$ cat src/rtl/noc_pkg.sv
// Shared mesh-router definitions: port numbering, packet geometry and the
// output arbiter state encoding.
package noc_pkg;

    localparam int NUM_PORTS        = 5;
    localparam int PACKET_SIZE      = 32;
    localparam int FLIT_SIZE        = 4;
    localparam int FLITS_PER_PACKET = PACKET_SIZE / FLIT_SIZE;
    localparam int PTR_W            = 3;
    localparam int CNT_W            = $clog2(FLITS_PER_PACKET);

    localparam logic [PTR_W-1:0] PORT_LOCAL = 3'd0;
    localparam logic [PTR_W-1:0] PORT_NORTH = 3'd1;
    localparam logic [PTR_W-1:0] PORT_SOUTH = 3'd2;
    localparam logic [PTR_W-1:0] PORT_EAST  = 3'd3;
    localparam logic [PTR_W-1:0] PORT_WEST  = 3'd4;

    // Two-bit encoding leaves spare codes; the FSM folds them back into IDLE.
    typedef enum logic [1:0] {
        ST_IDLE = 2'b00,
        ST_XFER = 2'b01
    } arb_state_e;

endpackage

$ cat src/rtl/rr_priority_picker.sv
// Combinational round-robin pick: first set request bit scanning circularly
// upward from the pointer.
module rr_priority_picker
    import noc_pkg::*;
(
    input  logic [NUM_PORTS-1:0] request,
    input  logic [PTR_W-1:0]     pointer,
    output logic [NUM_PORTS-1:0] winner_onehot,
    output logic [PTR_W-1:0]     winner_index,
    output logic                 any_req
);

    int idx;

    always_comb begin
        winner_onehot = '0;
        winner_index  = '0;
        any_req       = 1'b0;
        idx           = 0;
        for (int k = 0; k < NUM_PORTS; k++) begin
            idx = (int'(pointer) + k) % NUM_PORTS;
            if (!any_req && request[idx]) begin
                any_req            = 1'b1;
                winner_index       = PTR_W'(idx);
                winner_onehot[idx] = 1'b1;
            end
        end
    end

endmodule

$ cat src/rtl/output_arbiter.sv
// Per-output switch allocator: round-robin grant held for a whole packet,
// flit pacing against downstream back-pressure.
module output_arbiter
    import noc_pkg::*;
(
    input  logic                 clk,
    input  logic                 reset,
    input  logic [NUM_PORTS-1:0] request,
    input  logic                 dest_full,
    output logic [NUM_PORTS-1:0] grant,
    output logic [PTR_W-1:0]     grant_index,
    output logic [NUM_PORTS-1:0] stall_vector,
    output logic                 write_en,
    output logic                 packet_done,
    output logic                 busy
);

    arb_state_e             state_q, state_d;
    logic [NUM_PORTS-1:0]   grant_q, grant_d;
    logic [PTR_W-1:0]       grant_index_q, grant_index_d;
    logic [PTR_W-1:0]       ptr_q, ptr_d;
    logic [CNT_W-1:0]       cnt_q, cnt_d;

    logic [NUM_PORTS-1:0]   win_onehot;
    logic [PTR_W-1:0]       win_index;
    logic                   any_req;
    logic                   last_flit;

    rr_priority_picker u_picker (
        .request       (request),
        .pointer       (ptr_q),
        .winner_onehot (win_onehot),
        .winner_index  (win_index),
        .any_req       (any_req)
    );

    always_ff @(posedge clk or posedge reset) begin
        if (reset) begin
            state_q       <= ST_IDLE;
            grant_q       <= '0;
            grant_index_q <= '0;
            ptr_q         <= '0;
            cnt_q         <= '0;
        end else begin
            state_q       <= state_d;
            grant_q       <= grant_d;
            grant_index_q <= grant_index_d;
            ptr_q         <= ptr_d;
            cnt_q         <= cnt_d;
        end
    end

    assign last_flit = (cnt_q == CNT_W'(FLITS_PER_PACKET - 1));

    // Requests are only looked at in IDLE; a packet ends solely on its flit count.
    always_comb begin
        state_d       = state_q;
        grant_d       = grant_q;
        grant_index_d = grant_index_q;
        ptr_d         = ptr_q;
        cnt_d         = cnt_q;
        case (state_q)
            ST_IDLE: begin
                if (any_req) begin
                    grant_d       = win_onehot;
                    grant_index_d = win_index;
                    cnt_d         = '0;
                    state_d       = ST_XFER;
                end
            end
            ST_XFER: begin
                if (write_en) begin
                    if (last_flit) begin
                        grant_d = '0;
                        cnt_d   = '0;
                        ptr_d   = (grant_index_q == PTR_W'(NUM_PORTS - 1))
                                  ? '0 : grant_index_q + 1'b1;
                        state_d = ST_IDLE;
                    end else begin
                        cnt_d = cnt_q + 1'b1;
                    end
                end
            end
            default: begin
                state_d = ST_IDLE;
                grant_d = '0;
                cnt_d   = '0;
            end
        endcase
    end

    always_comb begin
        busy         = (state_q == ST_XFER);
        write_en     = (state_q == ST_XFER) && !dest_full;
        packet_done  = write_en && last_flit;
        stall_vector = request & ~(grant_q & {NUM_PORTS{write_en}});
    end

    assign grant       = grant_q;
    assign grant_index = grant_index_q;

endmodule

$ cat config.mk
export PLATFORM = sky130hd
export DESIGN_NAME = output_arbiter
export DESIGN_NICKNAME = d
export VERILOG_FILES = /design/src/rtl/noc_pkg.sv /design/src/rtl/rr_priority_picker.sv /design/src/rtl/output_arbiter.sv
export SDC_FILE = /design/constraint.sdc
export NUM_CORES = 1
export LEC_CHECK = 0
export ABC_AREA = 1
export BUFFER_PORTS_ARGS = -buffer_cell sky130_fd_sc_hd__buf_4
export CORE_MARGIN = 2
export CORE_UTILIZATION = 56
export CTS_CLUSTER_SIZE = 30
export DETAILED_ROUTE_END_ITERATION = 7
export PLACE_DENSITY = 0.79
export SYNTH_ARGS = -nofsm -noshare
export SYNTH_HDL_FRONTEND = slang
export SYNTH_SLANG_ARGS = --single-unit
$ cat constraint.sdc
create_clock -name clk -period 3.9 [get_ports clk]
set_clock_uncertainty 0.15 [all_clocks]
set_input_delay 0.195 -clock clk [delete_from_list [all_inputs] [get_ports clk]]
set_output_delay 0.195 -clock clk [all_outputs]
set_load 0.01 [all_outputs]
==> impl_metrics.toml <==
[cells_and_area]
layout_common_cells = "nand2_1 (114), nand3_1 (55), buf_4 (47)"
num_antenna_cells = 0
layout-drive-gt1-share_pct = 27.0
design_area_sq_um = 3380
fin_util_pct = 71.1
synthToLayoutAreaGrowth_pct = 22.0
final_common_cell = "nand2_1"
num-nets-final = 532

[worst_setup_path]
startpoint_type = "flop"
critPathRequiredTime_ns = 3.94
cp_slowest_cell = "dfrtp_1"
path_max_fanout = 7
arrival_ns = 3.78
cp-end-kind = "flop"
startpoint = "ptr_q[1]"
r2r-start = "ptr_q[1]"
reg2reg_depth = 25
ff2ff_setup_slack_ns = 0.16
r2r-end = "grant[3]"
critPathMaxStageDelay_ns = 0.34
critPathKind = "flop to flop"
path_buf_inv = 7
cp_top_family = "simple AND/OR/NAND/NOR gates"

[route]
avgViaCountPerCell = 5.67
avgRoutedWirePerCell_um = 14.0
drtAntennaViolNets = 0
num_vias = 3154
drc = 0
wirelength_mm = 7.77
firstDrtPassIters = 6
drt_iter0_markers = 380

[sta]
maxSlewHeadroom_pct = 58.3
min_period_ns = 3.74
tightest_slew_ns = 0.624
max_freq_ghz = 0.267
setup_ws_ns = 0.160
period_share_pct = 95.9
finalHoldViolCount = 0
setup_viol = 0
maxSlewViolCount = 0

[clock_network]
clk_path_buf_depth = 2
cts_buffers = 3
cts.reportedPaths.clkPinSlew_ns = 0.06
clock_latency_ns = 0.25
cts_sinks = 15
cts_tree = "yes"
htree_levels = 1
root_buffer = "clkbuf_8"

[global_routing]
gr-total-overflow = 0
grt_max_degree = 22
grt_usage_pct = 26.9
first_global_vias = 2689
antenna_found_initial = 0
grt_pass1_wl_mm = 11.8

[floorplan]
start_util_pct = 58.3
io_pins = 24
dieHeight_um = 74.3
fp.dieW_um = 74.3
placement_rows = 25
coreArea_sq_um = 4750
die-area_sq_um = 5520

[place]
gp_congestion = 0.957
dp_slack_ns = -0.0818
dpl.hpwl_mm = 5.87
io_buffer_count = 23
post_dp_cell_area_sq_um = 3110

[logic_synthesis]
synth.avg_cell_area_sq_um = 6.30
synth_area_leader_cell = "nand2_1"
synth.area.top_cells = "nand2_1 (17%), ha_1 (15%), dfrtp_1 (14%)"
synth_top_area_share_pct = 16.7
synthCells = 440
synth_edf_count = 0
ys_ff_latch = 15
ys.flop_type = "dfrtp_1"
synthesis.area_sq_um = 2770
synth_cell_types = 45
syn-num-nets = 482
yosysWarningCount = 0
ys_seq_area_share_pct = 13.6
async_reset_ff_share_pct = 100

[worst_hold_path]
worstHoldPathCells = 4
hold_path.class = "input port to flop"
hold-path-endpoint = "cnt_q[2]"
min_from = "dest_full"

[run_status]
status = "finished clean"

[flow_run]
drv_cap = 0
==> how the worst max path moves through the flow <==
stage,endpoint,slack [ns],depth (start not counted)
2_1_floorplan,state_q[0],0.003,28
3_3_place_gp,grant_index[0],0.009,27
3_5_place_dp,grant_index[0],-0.08,27
4_1_cts,state_q[0],-0.006,26
5_1_grt,grant_index[0],-0.08,26
6_report,grant[3],0.16,25
==> metal layers <==
layer / wire length [um] / share of wire (%) / GRT usage, % / vias up
met5: 0 / 0 / 0 / -
met4: 263 / 3.4 / 7.54 / 0
met3: 501 / 6.4 / 1.90 / 38
met2: 3750 / 48 / 47.4 / 150
met1: 3260 / 42 / 35.5 / 1423
li1: - / - / - / 1543
==> cell families after synthesis <==
kind of cell / after synthesis / share of synthesized area [%]
adders and majority gates: 34 / 15.6
buffers and inverters: 66 / 9.39
xor gates and xnor gates: 7 / 2.76
DFF: 15 / 13.6
AOI/OAI and AO/OA: 47 / 10.9
and+or+nand+nor: 270 / 47.4
muxes: 1 / 0.361
==> cell usage after synthesis (7+ instances only) <==
library cell and number:
o21ai_0 11, nand4_1 12, dfrtp_1 15, ha_1 33
inv_1 47, o21ai_1 10, nand2_1 123, inv_2 14
nor3_1 7, nand2_2 16, nand3_1 57, nor2_1 30
==> cell type report <==
class | count | area (sq um)
Inverter | 62 | 235
Tap cell | 67 | 83.8
Clock inverter | 1 | 5.00
Multi-Input combinational cell | 359 | 2260
Clock buffer | 3 | 41.3
Sequential cell | 15 | 377
Fill cell | 418 | 1380
Timing Repair Buffer | 49 | 374
==> what timing repair did <==
action	4_1_cts	5_1_grt
resized for setup	2	32
hold endpoints to repair	15	0
pin swaps	1	12
hold buffers	1	0
setup buffers	1	10
endpoints found under the setup margin	5	12
==> through the flow <==
stage | hold WS (ns) | instances | setup TNS, ns
after global placement | 0.134 | 540 | 0
after detailed placement | 0.139 | 540 | -0.228
after floorplan | -0.0536 | 440 | 0
final | 0.181 | 556 | 0
after global routing | 0.198 | 556 | -0.680
after CTS | 0.175 | 546 | -0.0118
==> worst register-to-register path: stages, from the launching register on <==
cell,delay [ns]
dfrtp_1,0.34
inv_1,0.06
buf_4,0.16
ha_1,0.34
inv_2,0.10
ha_1,0.21
inv_1,0.07
nand2_1,0.09
nand2_4,0.10
nand2_4,0.08
xor2_4,0.21
ha_2,0.22
inv_2,0.05
nor2_1,0.09
nand3b_4,0.17
nand3_2,0.11
nand2_4,0.10
inv_2,0.06
nor2_4,0.12
nand2_2,0.07
nand3_4,0.09
nand4_4,0.13
o21ai_4,0.29
buf_6,0.15
nand3_1,0.07
nand2_1,0.07
==> registers in the layout, summed over array words and instances (netlist names) <==
signal       count
state_q          1
grant            5
grant_index      3
ptr_q            3
cnt_q            3
Power is left out: the tool's default activity adds up to more than one toggle a clock period on the data nets, which glitch-free logic cannot reach.
